==> config.mk <==
export PLATFORM = sky130hd
export DESIGN_NAME = df_stream
export DESIGN_NICKNAME = d
export VERILOG_FILES = /design/src/rtl/df_stream_pkg.sv /design/src/rtl/df_skid.sv /design/src/rtl/df_stream.sv
export SDC_FILE = /design/constraint.sdc
export NUM_CORES = 1
export LEC_CHECK = 0
export BUFFER_PORTS_ARGS = -buffer_cell sky130_fd_sc_hd__buf_2
export CAP_MARGIN = 20
export CORE_MARGIN = 10
export CORE_UTILIZATION = 30
export CTS_BUF_LIST = sky130_fd_sc_hd__clkbuf_16
export CTS_CLUSTER_SIZE = 10
export DETAILED_ROUTE_END_ITERATION = 10
export PLACE_DENSITY = 0.51
export SLEW_MARGIN = 20
export SYNTH_ARGS = -nofsm -noshare
export SYNTH_HDL_FRONTEND = slang
export SYNTH_SLANG_ARGS = --single-unit
==> constraint.sdc <==
create_clock -name clk -period 3.45 [get_ports clk]
set_input_delay 0.69 -clock clk [delete_from_list [all_inputs] [get_ports clk]]
set_output_delay 0.69 -clock clk [all_outputs]
set_load 0.03 [all_outputs]
==> src/rtl/df_stream_pkg.sv <==
// Shared constants, FSM encoding and the per-neuron stride helper for df_stream.
// Defining DF_BIAS_FETCH_EN widens the stride by one bias word per neuron.
package df_stream_pkg;

  localparam int WORD_DATA_W = 16;
  localparam int FRAC_W_DEF  = 8;

  typedef enum logic [1:0] {
    ST_IDLE  = 2'd0,
    ST_FETCH = 2'd1,
    ST_DRAIN = 2'd2
  } df_state_e;

  function automatic int stride(input int n_in);
`ifdef DF_BIAS_FETCH_EN
    return n_in + 1;
`else
    return n_in;
`endif
  endfunction

endpackage

==> src/rtl/df_skid.sv <==
// Two-entry valid/ready skid FIFO that absorbs downstream backpressure.
// The caller never pushes into a full buffer; occ exposes the fill level.
module df_skid #(
  parameter int W = 33
) (
  input  logic         clk,
  input  logic         reset,
  input  logic         push,
  input  logic [W-1:0] push_data,
  input  logic         pop_rdy,
  output logic         pop_vld,
  output logic [W-1:0] pop_data,
  output logic [1:0]   occ
);

  logic [W-1:0] mem [2];
  logic         wr_ptr;
  logic         rd_ptr;
  logic         pop;

  assign pop_vld  = (occ != 2'd0);
  assign pop      = pop_vld && pop_rdy;
  assign pop_data = mem[rd_ptr];

  always_ff @(posedge clk or negedge reset) begin
    if (!reset) begin
      // NOTE: the storage itself is reset because the head entry drives the
      // block outputs directly, and those must read zero during reset.
      mem[0] <= '0;
      mem[1] <= '0;
      wr_ptr <= 1'b0;
      rd_ptr <= 1'b0;
      occ    <= 2'd0;
    end else begin
      if (push) begin
        mem[wr_ptr] <= push_data;
        wr_ptr      <= ~wr_ptr;
      end
      if (pop) rd_ptr <= ~rd_ptr;
      occ <= occ + {1'b0, push} - {1'b0, pop};
    end
  end

endmodule

==> src/rtl/df_stream.sv <==
// Data-fetch stage: snapshots N_IN inputs per start and streams (weight, input)
// pairs with valid/ready, last and done framing. DF_BIAS_FETCH_EN appends a bias pair.
module df_stream
  import df_stream_pkg::*;
#(
  parameter int DATA_W = WORD_DATA_W,
  parameter int N_IN   = 7,
  parameter int N_NEU  = 4,
  parameter int ADDR_W = 8,
  parameter int FRAC_W = FRAC_W_DEF,
  localparam int NSEL_W = (N_NEU > 1) ? $clog2(N_NEU) : 1
) (
  input  logic                   clk,
  input  logic                   reset,
  input  logic                   in_rdy,
  input  logic [NSEL_W-1:0]      neu_sel,
  input  logic [N_IN*DATA_W-1:0] data_in,
  output logic [ADDR_W-1:0]      wram_addr,
  output logic                   wram_rd_en,
  input  logic [DATA_W-1:0]      wram_rdata,
  output logic [DATA_W-1:0]      data_w,
  output logic [DATA_W-1:0]      data_i,
  output logic                   df_vld,
  input  logic                   df_rdy,
  output logic                   df_last,
  output logic                   busy,
  output logic                   done
);

  localparam int STRIDE = stride(N_IN);
  localparam int IDX_W  = $clog2(STRIDE + 1);
  localparam int SKID_W = 2 * DATA_W + 1;
  localparam logic [DATA_W-1:0] BIAS_ONE = DATA_W'(1) << FRAC_W;

  df_state_e                state;
  logic [N_IN*DATA_W-1:0]   snap;
  logic [ADDR_W-1:0]        base;
  logic [IDX_W-1:0]         idx;
  logic                     inflight;
  logic                     tag_last;
  logic [DATA_W-1:0]        tag_i;
  logic [DATA_W-1:0]        cur_i;
  logic [NSEL_W-1:0]        neu_c;
  logic [1:0]               occ;
  logic [SKID_W-1:0]        head;
  logic                     pop;
  logic                     issue;
  logic                     is_last_idx;

  assign pop         = df_vld && df_rdy;
  assign is_last_idx = (idx == IDX_W'(STRIDE - 1));
  // Count the entry leaving this cycle as free so a steady stream issues every cycle.
  assign issue       = (state == ST_FETCH) && ((occ + {1'b0, inflight} - {1'b0, pop}) < 2'd2);
  assign wram_rd_en  = issue;
  assign wram_addr   = issue ? (base + ADDR_W'(idx)) : '0;
  assign neu_c       = (neu_sel > NSEL_W'(N_NEU - 1)) ? NSEL_W'(N_NEU - 1) : neu_sel;

  // Index N_IN only exists with the bias word and selects fixed-point 1.0.
  always_comb begin
    // NOTE: default first so every path assigns cur_i and no latch is inferred.
    cur_i = BIAS_ONE;
    for (int k = 0; k < N_IN; k++)
      if (idx == IDX_W'(k)) cur_i = snap[k*DATA_W +: DATA_W];
  end

  always_ff @(posedge clk or negedge reset) begin
    if (!reset) begin
      state    <= ST_IDLE;
      snap     <= '0;
      base     <= '0;
      idx      <= '0;
      inflight <= 1'b0;
      tag_last <= 1'b0;
      tag_i    <= '0;
      busy     <= 1'b0;
      done     <= 1'b0;
    end else begin
      done     <= 1'b0;
      inflight <= issue;
      if (issue) begin
        tag_i    <= cur_i;
        tag_last <= is_last_idx;
      end
      case (state)
        ST_IDLE: begin
          if (in_rdy) begin
            snap  <= data_in;
            base  <= ADDR_W'(neu_c) * ADDR_W'(STRIDE);
            idx   <= '0;
            busy  <= 1'b1;
            state <= ST_FETCH;
          end
        end
        ST_FETCH: begin
          if (issue) begin
            idx <= idx + IDX_W'(1);
            if (is_last_idx) state <= ST_DRAIN;
          end
        end
        ST_DRAIN: begin
          if (pop && df_last) begin
            done  <= 1'b1;
            busy  <= 1'b0;
            state <= ST_IDLE;
          end
        end
        default: state <= ST_IDLE;
      endcase
    end
  end

  df_skid #(.W(SKID_W)) u_skid (
    .clk       (clk),
    .reset     (reset),
    .push      (inflight),
    .push_data ({tag_last, wram_rdata, tag_i}),
    .pop_rdy   (df_rdy),
    .pop_vld   (df_vld),
    .pop_data  (head),
    .occ       (occ)
  );

  assign {df_last, data_w, data_i} = head;

endmodule

# After elaboration in Yosys (flattened, before gate mapping)

Cells that the tools add are included.
W data, S select, Z words.

Register bits: 212
Bits in latches: 0
Bits in writable memories: 0
Bits in read-only memories: 0
Output and inout port bits: 45
Word-level logic and storage cells: 81
Memories kept: 0

$add $sub $neg: 4
$mul: 1
Div/mod/pow operators: 0
$lt $le $gt $ge: 5
Eq/ne operators: 12
Shift operators: 0
Muxes and demuxes: 28
Bitwise operators: 4
Reductions and logical operators: 13

Operator list:

| cell                  | count |
|---|---|
| $mux W33              | 4 |
| $mux W16              | 7 |
| $bwmux W66            | 1 |
| $demux W33 S1         | 1 |
| $mux W2               | 5 |
| $eq A3 B3 Y1 const B  | 3 |
| $ne A2 B2 Y1 const B  | 4 |
| $add A5 B3 Y6         | 1 |
| $eq A3 B2 Y1 const B  | 2 |
| $mux W3               | 2 |
| $mux W6               | 1 |
| $pmux W2 S3           | 1 |
| $pmux W3 S2           | 1 |
| $reduce_and A3 Y1     | 2 |
| $reduce_bool A2 Y1    | 3 |
| $mul A2 B3 Y5 const B | 1 |
| $ge A2 B2 Y1 const B  | 2 |
| $logic_and A1 B1 Y1   | 4 |
| $mux W1               | 4 |
| $not A1 Y2            | 2 |
| $reduce_and A4 Y1     | 1 |
| $add A3 B1 Y3 const B | 1 |
| $eq A3 B1 Y1 const B  | 1 |
| $logic_not A3 Y1      | 1 |
| other kinds (11)      | 12 |

# Depth between registers and ports, before layout

Gate-level depths: netlist of run 1.

Word-level depth: 8
Mapped depth: 13
Depth with buffers taken out: 11

# Hierarchy

From an unflattened synthesis of run 1, not the netlist that was laid out.

Cell total of the unflattened synthesis: 977
Area, all modules: 9890.7 µm²

Modules (own cells, without submodules):

| module    | times used | cells each | area an instance (µm²) |
|---|---|---|---|
| df_stream | 1          | 785        | 6801.5 |
| df_skid   | 1          | 192        | 3089.2 |

# Worst setup path before layout of run 1

No wires, ideal clock.

Path type: reg2out
Start: register u_skid.occ[1]
End: output wram_addr[5]
Data arrival time: 2.504 ns
Path slack: 0.256 ns
Cell stages (with the launch flop): 12
Path buffers: 2
Path through: dfrtp_1 -> or2_2 -> nand2_1 -> inv_1 -> ha_1 -> inv_1 -> ha_1 -> xor3_2 -> nand2b_4 -> buf_6 -> buf_6 -> nor3_2

Cells in the longest elaborated chain, start to end: 6

RTL lines:

| element                | line            | source |
|---|---|---|
| from (decl)            | df_skid.sv:13   | `output logic [1:0] occ` |
| from (signal assigned) | df_skid.sv:40   | `occ <= occ + {1'b0, push} - {1'b0, pop};` |
| $reduce_bool A2 Y1     | df_skid.sv:21   | `assign pop_vld = (occ != 2'd0);` |
| named net df_vld       | df_stream.sv:23 | `output logic df_vld,` |
| $logic_and A1 B1 Y1    | df_stream.sv:50 | `assign pop = df_vld && df_rdy;` |
| named net pop          | df_stream.sv:46 | `logic pop;` |
| $sub A2 B1 Y2          | df_stream.sv:53 | `assign issue = (state == ST_FETCH) && ((occ + {1'b0, inflight} - {1'b0, pop}) < 2'd2);` |
| $lt A2 B2 Y1           | df_stream.sv:53 |  |
| $logic_and A1 B1 Y1    | df_stream.sv:53 |  |
| $mux W6                | df_stream.sv:55 | `assign wram_addr = issue ? (base + ADDR_W'(idx)) : '0;` |
| to (decl)              | df_stream.sv:18 | `output logic [ADDR_W-1:0] wram_addr,` |

The timed path passes the listed nets, and every way through them passes these cells.

# Final worst setup path of run 1

Start: register u_skid.occ[1]
End: output wram_addr[3]

Cells in the longest elaborated chain, start to end: 6

RTL lines:

| element             | line |
|---|---|
| $reduce_bool A2 Y1  | df_skid.sv:21 |
| $logic_and A1 B1 Y1 | df_stream.sv:50 |
| named net pop       | df_stream.sv:46 |
| $sub A2 B1 Y2       | df_stream.sv:53 |
| $lt A2 B2 Y1        | df_stream.sv:53 |
| $logic_and A1 B1 Y1 | df_stream.sv:53 |
| $mux W6             | df_stream.sv:55 |

The timed path passes the listed nets, and every way through them passes these cells.

==> results.md, run 1 <==
- Period utilization: 0.962
- Netlist cell types: 43
- Max-Cap Viols: 0
- Post-Synth XOR/XNOR Area: 0.00708
- Row count: 65
- Required @ worst endpoint: around 2800 ps
- Main combinational cell family by area after synthesis: simple AND/OR/NAND/NOR gates
- M1 WL: between 10 and 15 mm
- Die ar.: ~40000 sq um
- Sequential standard cell area: between 5000 and 6000 sq um
- Comb power frac: 0.115
- H-Tree Depth: 1
- Post-route cell area: roughly 12000 sq um
- Clock buffer count from CTS: 26
- Peak VDD IR: around 0.35 mV
- # nets final: around 1300
- Area contributors post-synth: dfrtp_1, nand2_1, mux2_2, o21ai_0, a21oi_1
- Fillers: roughly 3300
- Dominant cell type by area after synthesis: dfrtp_1
- Vert. Die Dim: roughly 200 um
- Crit start category: flip-flop
- Sequential area share after synthesis: 0.546
- Largest net degree at the start of global routing: 86
- Critical Path Sink: wram_addr[3]
- Starting Density: 0.306
- Pint: ~4200 uW
- Initial antenna violation count: 1
- Yosys warns: 0
- ANT nets after route: 0
- Routed WL per cell: 16.9 um
- Total global routing track utilization: 0.135
- Top cell type's share of synthesized area: 0.546
- Pwr dens: approximately 480 nW/um^2
- FF-to-FF setup slack: between 800 and 900 ps
- Yosys reg bits: 212
- Clock buffer depth: 3
- Worst R2R Start: idx[1]$_DFFE_PN0P_
- Hold buffers post-CTS: 0
- Crit Path Category: flip-flop to primary output
- Drt pass-1 iters: 5
- Post-synth EDFFs: 0
- Most used cell, CP: inv_1
- Static Leak: between 0.006 and 0.007 uW
- Final count of hold timing violations: 0
- Total wire length: approximately 27 mm
- Min Tclk post-route: between 3000 and 4000 ps
- Slowest-stage cell, CP: xor3_2
- Sw Pwr: around 1400 uW
- WP buf/inv: 3
- CP startpoint: u_skid.occ[1]$_DFF_PN0_
- Clock Latency Late Sink: about 520 ps
- Switching part of the total: 0.245
- Synth Area in Adders: 0.0188
- Total negative slack: 0 ps
- Cell Area, Placed: 11000 sq um
- Most used DFF post-synth: dfrtp_1
- Via count: around 7200
- Final setup violation count: 0
- Stages on worst setup path: 10
- Reg-to-Reg End: tag_i[0]$_DFFE_PN0P_
- Crit path DAT: approximately 2600 ps
- Die W: roughly 200 um
- Fin cells: 1598
- Metal2 WL: ~12 mm
- Slew margin rel.: 0.319
- GRT overflow: 0
- Final Util: 0.370
- Reg power frac: 0.449
- Largest delay share family, worst path: simple AND/OR/NAND/NOR gates
- Port bufs: roughly 180
- DRC viols: 0
- Slew Limit Fails: 0
- Layout cells sized above 1: 0.291
- Syn avg cell area: approximately 9.7 sq um
- Vias in the first global route: 7551
- Area Overhead vs Synth: 21.2%
- Inst Count DP: 1558
- IO Count: 179
- Vias per cell: 4.53
- CTS root buffer: clkbuf_16
- Hpwl dp: between 15 and 20 mm
- Placer Congestion: between 0.7 and 0.8
- Reg clk slew, reported paths: 50 ps
- CTS sink count: 212
- Core ar.: 31800 sq um
- Async SR Flop Fraction: 1.00
- Crit-path cells: or2_4, nand2_4, inv_1, ha_1, inv_1, ha_2, xor3_2, nand2b_4, nor2_1, buf_2
- Post-synthesis compound-gate area fraction: 0.0995
- Min-delay worst type: input pin to async pin
- Synth Instances: 1000
- FF-to-FF path depth: 7
- Clock skew: between 9 and 10 ps
- Status: completed
- Post-Synth Simple-Gate Area: 0.157
- Worst Path Max Fanout: 6
- Area taken by multi-input logic gates: between 3000 and 4000 sq um
- Multiplexer area fraction after synthesis: 0.117
- Drt first-iter violations: ~410
- First-pass GRT wire length: approximately 43 mm
- Max layer used: met5
- N_diodes: 0
- F_max: approximately 300 MHz
- Clock power share: 0.435
- CP Capture Type: primary output
- CTS tree: built
- Synthesized cell area: ~10000 sq um
- Wire length on met3: about 1.6 mm
- Actual slew at the worst max-slew pin: a little over 1000 ps
- Crit path largest cell delay: 400 ps
-- layout by cell type (no fill, tap or decap), drive strengths merged, types with 3 or more instances in the layout --
master    n
nor2     15
o21ai    77
nand3     3
clkinv    4
mux2     98
o22ai    10
clkbuf   27
xnor2     3
a222oi    5
buf     195
nand3b   10
ha       13
a21oi    49
inv      53
dfrtp   212
a221oi   19
nand2   340
mux2i     3
and2      4
-- through the flow --
| stage | hold slack (ps) | total power [uW] | setup slack (ps) |
|---|---|---|---|
| 2_1_floorplan | 394 | 2960 | 256 |
| 3_3_place_gp | 459 | 3200 | 477 |
| 3_5_place_dp | 463 | 3210 | 432 |
| 4_1_cts | 213 | 5710 | 8.46 |
| 5_1_grt | 222 | 5880 | -20.1 |
| 6_report | 171 | 5630 | 132 |
-- synthesized netlist by cell type (all sizes together), types with 2 or more instances --
master / instances
a21oi: 49
a221oi: 19
a222oi: 5
and2: 4
buf: 37
clkbuf: 33
dfrtp: 212
ha: 13
inv: 48
mux2: 98
mux2i: 3
nand2: 340
nand2b: 2
nand3: 3
nand3b: 10
nor2: 15
nor2b: 2
o21ai: 77
o22ai: 10
o32ai: 2
or2: 2
xnor2: 3
xor2: 2
-- layer usage --
| metal | vias up | global-route usage |
|---|---|---|
| met2 | 170 | 0.204 |
| li1 | 3605 | - |
| met4 | 2 | 0.0241 |
| met5 | - | 0 |
| met3 | 29 | 0.0323 |
| met1 | 3438 | 0.192 |
-- cells by family (layout without fill, tap and decap cells) --
family | after synthesis | after routing
and+or+nand+nor | 382 | 382
DFF | 212 | 212
AOI/OAI and AO/OA | 166 | 166
buffers and inverters | 118 | 280
muxes | 101 | 101
adders and majority gates | 14 | 14
xor gates and xnor gates | 6 | 6
other | 1 | 2
-- power groups by stage --
stage / clock (uW) / combinational (uW) / sequential (uW)
global route: 2650 / 706 / 2530
CTS: 2550 / 641 / 2530
floorplan: 0 / 393 / 2570
finish: 2450 / 649 / 2530
global placement: 0 / 635 / 2570
detailed placement: 0 / 638 / 2570
-- worst min-delay path by stage --
stage,slack [ps],end
floorplan,390,base[0]$_DFFE_PN0P_
global placement,460,snap[50]$_DFFE_PN0P_
detailed placement,460,snap[59]$_DFFE_PN0P_
CTS,210,u_skid.mem[60]$_DFFE_PN0P_
global route,220,u_skid.mem[60]$_DFFE_PN0P_
finish,170,u_skid.mem[60]$_DFFE_PN0P_
-- flip-flops by register name (all words and copies together), names as in the netlist, 2 cells and up --
register / cells
snap: 112
u_skid.mem: 66
tag_i: 16
base: 5
idx: 3
state: 2
u_skid.occ: 2
-- cell type report --
cell class | instances | area share
sequential | 212 | 0.450
multi-input combinational | 671 | 0.333
timing repair buffer | 195 | 0.0922
clock buffer | 27 | 0.0573
tap | 435 | 0.0462
inverter | 48 | 0.0157
clock inverter | 10 | 0.00563
-- what timing repair did --
action / 4_1_cts / 5_1_grt
setup buffers: 0 / 3
pin swaps: 0 / 3
endpoints found under the setup margin: 3 / 7
resized for setup: 3 / 9
Power figures use the tool's default switching activity.
==> run 2: changes to the inputs <==
REMOVE_ABC_BUFFERS = 1   (was not set)
clock period = 3.24 ns   (was 3.45 ns; I/O delays follow)
==> results.md, run 2 (same netlist as run 1, synthesis figures left out) <==
- Via count: ~7400
- F_max: approximately 320 MHz
- Final setup violation count: 0
- Starting Density: 0.306
- Crit-path cells: or2_4, nand2_2, inv_2, ha_4, inv_2, ha_4, xor3_2, nand2b_4, inv_6, and2_4, buf_6
- IO Count: around 180
- Max-Cap Viols: 0
- Clock buffer depth: 3
- CTS tree: built
- Crit Path Category: flip-flop to primary output
- WP buf/inv: 4
- Worst Path Max Fanout: 6
- Layout cells sized above 1: 0.299
- Slew Limit Fails: 0
- Fillers: about 3300
- First-pass GRT wire length: ~44 mm
- Slowest-stage cell, CP: dfrtp_1
- CP Capture Type: primary output
- Port bufs: between 150 and 200
- Setup Slack @ Placement: between 300 and 400 ps
- Commonest non-fill, non-tap cell in the layout: nand2_1
- Total power: slightly above 6000 uW
- Vert. Die Dim: 200 um
- GRT overflow: 0
- Die ar.: between 30000 and 40000 sq um
- Sw Pwr: 1500 uW
- Pwr dens: a little over 500 nW/um^2
- FF-to-FF path depth: 13
- Crit path DAT: around 2500 ps
- N_diodes: 0
- Row count: 65
- Required @ worst endpoint: 2590 ps
- Core ar.: around 32000 sq um
- Largest net degree at the start of global routing: 153
- FF-to-FF setup slack: roughly 790 ps
- Final count of hold timing violations: 0
- Status: completed
- ANT nets after route: 0
- Comb power frac: 0.113
- Static Leak: ~0.0063 uW
- Area taken by multi-input logic gates: ~4000 sq um
- CTS root buffer: clkbuf_16
- Largest delay share family, worst path: simple AND/OR/NAND/NOR gates
- Top Registers: snap (112), u_skid.mem (66), tag_i (16)
- Hold buffers post-CTS: 0
- Crit path largest cell delay: 390 ps
- Most frequent cells in the layout: nand2_1, dfrtp_1, buf_2
- Slew margin rel.: 0.345
- Pint: about 4600 uW
- Largest register FFs: ~110
- Sequential standard cell area: between 5000 and 6000 sq um
- Min Tclk post-route: about 3100 ps
- Drt first-iter violations: 329
- DRC viols: 0
- Placer Congestion: between 0.7 and 0.8
- Crit start category: flip-flop
- Clock buffer count from CTS: 27
- Total global routing track utilization: 0.138
- Switching part of the total: 0.248
- Reg-to-Reg End: tag_i[9]$_DFFE_PN0P_
- Worst R2R Start: u_skid.occ[0]$_DFF_PN0_
- Routed WL per cell: ~17 um
- Post-route cell area: roughly 12000 sq um
- Clock power share: 0.434
- Actual slew at the worst max-slew pin: about 1000 ps
- Clock skew: 7.89 ps
- Peak VDD IR: roughly 0.3 mV
- Vias per cell: 4.58
- Total wire length: ~27 mm
- Reg clk slew, reported paths: 50 ps
- RSZ-0062 raised after global routing: no
- H-Tree Depth: 1
- CTS sink count: 212
- Setup WS post-layout: around 110 ps
- Hpwl dp: 18.3 mm
- Cell Area, Placed: roughly 11000 sq um
- Die W: about 200 um
- Clock Latency Late Sink: 520 ps
- Initial antenna violation count: 1
- Vias in the first global route: around 8000
- Area Overhead vs Synth: 22.5%
- Reg power frac: 0.453
- Period utilization: 0.967
- # nets final: around 1300
- Biggest register: snap
- Min-delay worst type: input pin to async pin
- Drt pass-1 iters: 5
[run 2: worst max path at each step]
stage,startpoint,to,slack (ps),cells after the start
after floorplan,in_rdy,snap[100]$_DFFE_PN0P_,-210,2
after global placement,df_rdy,wram_addr[5],340,10
after detailed placement,df_rdy,wram_addr[5],310,10
after CTS,u_skid.occ[0]$_DFF_PN0_,wram_addr[0],-60,11
after global routing,u_skid.occ[0]$_DFF_PN0_,wram_addr[0],20,11
final,u_skid.occ[0]$_DFF_PN0_,wram_addr[0],110,11
[run 2: stage by stage]
step | std cells | hold slack (ps) | setup TNS, ps | util
final | 1607 | 97.4 | 0 | 0.374
after global routing | 1607 | 155 | 0 | 0.374
after CTS | 1607 | 134 | -261 | 0.374
after global placement | 1562 | 455 | 0 | 0.348
after detailed placement | 1562 | 462 | 0 | 0.348
after floorplan | 931 | 352 | -14190 | -
[run 2: what timing repair did]
item	in CTS	in global routing
gates resized for setup	17	0
setup endpoints to repair	7	7
buffers inserted	3	0
pin swaps	8	1
[run 2: power groups by stage]
| stage | registers [uW] | clock network (uW) | logic (uW) |
|---|---|---|---|
| floorplan | 2790 | 0 | 345 |
| global placement | 2790 | 0 | 643 |
| detailed placement | 2800 | 0 | 652 |
| CTS | 2750 | 2720 | 696 |
| global route | 2760 | 2830 | 741 |
| finish | 2750 | 2630 | 682 |
[run 2: layout make-up]
cell class | count | area share
multi-input cells | 671 | 0.331
repair buffers | 199 | 0.0975
clock inverters | 15 | 0.00725
inverters | 48 | 0.0156
clock buffers | 27 | 0.0568
flip-flops and latches | 212 | 0.446
well taps | 435 | 0.0457
[run 2: per-layer routing]
metal,global-route usage,routed length [um]
met5,0,13
met4,0.0317,476
met1,0.182,12800
met3,0.0253,1200
met2,0.230,12900
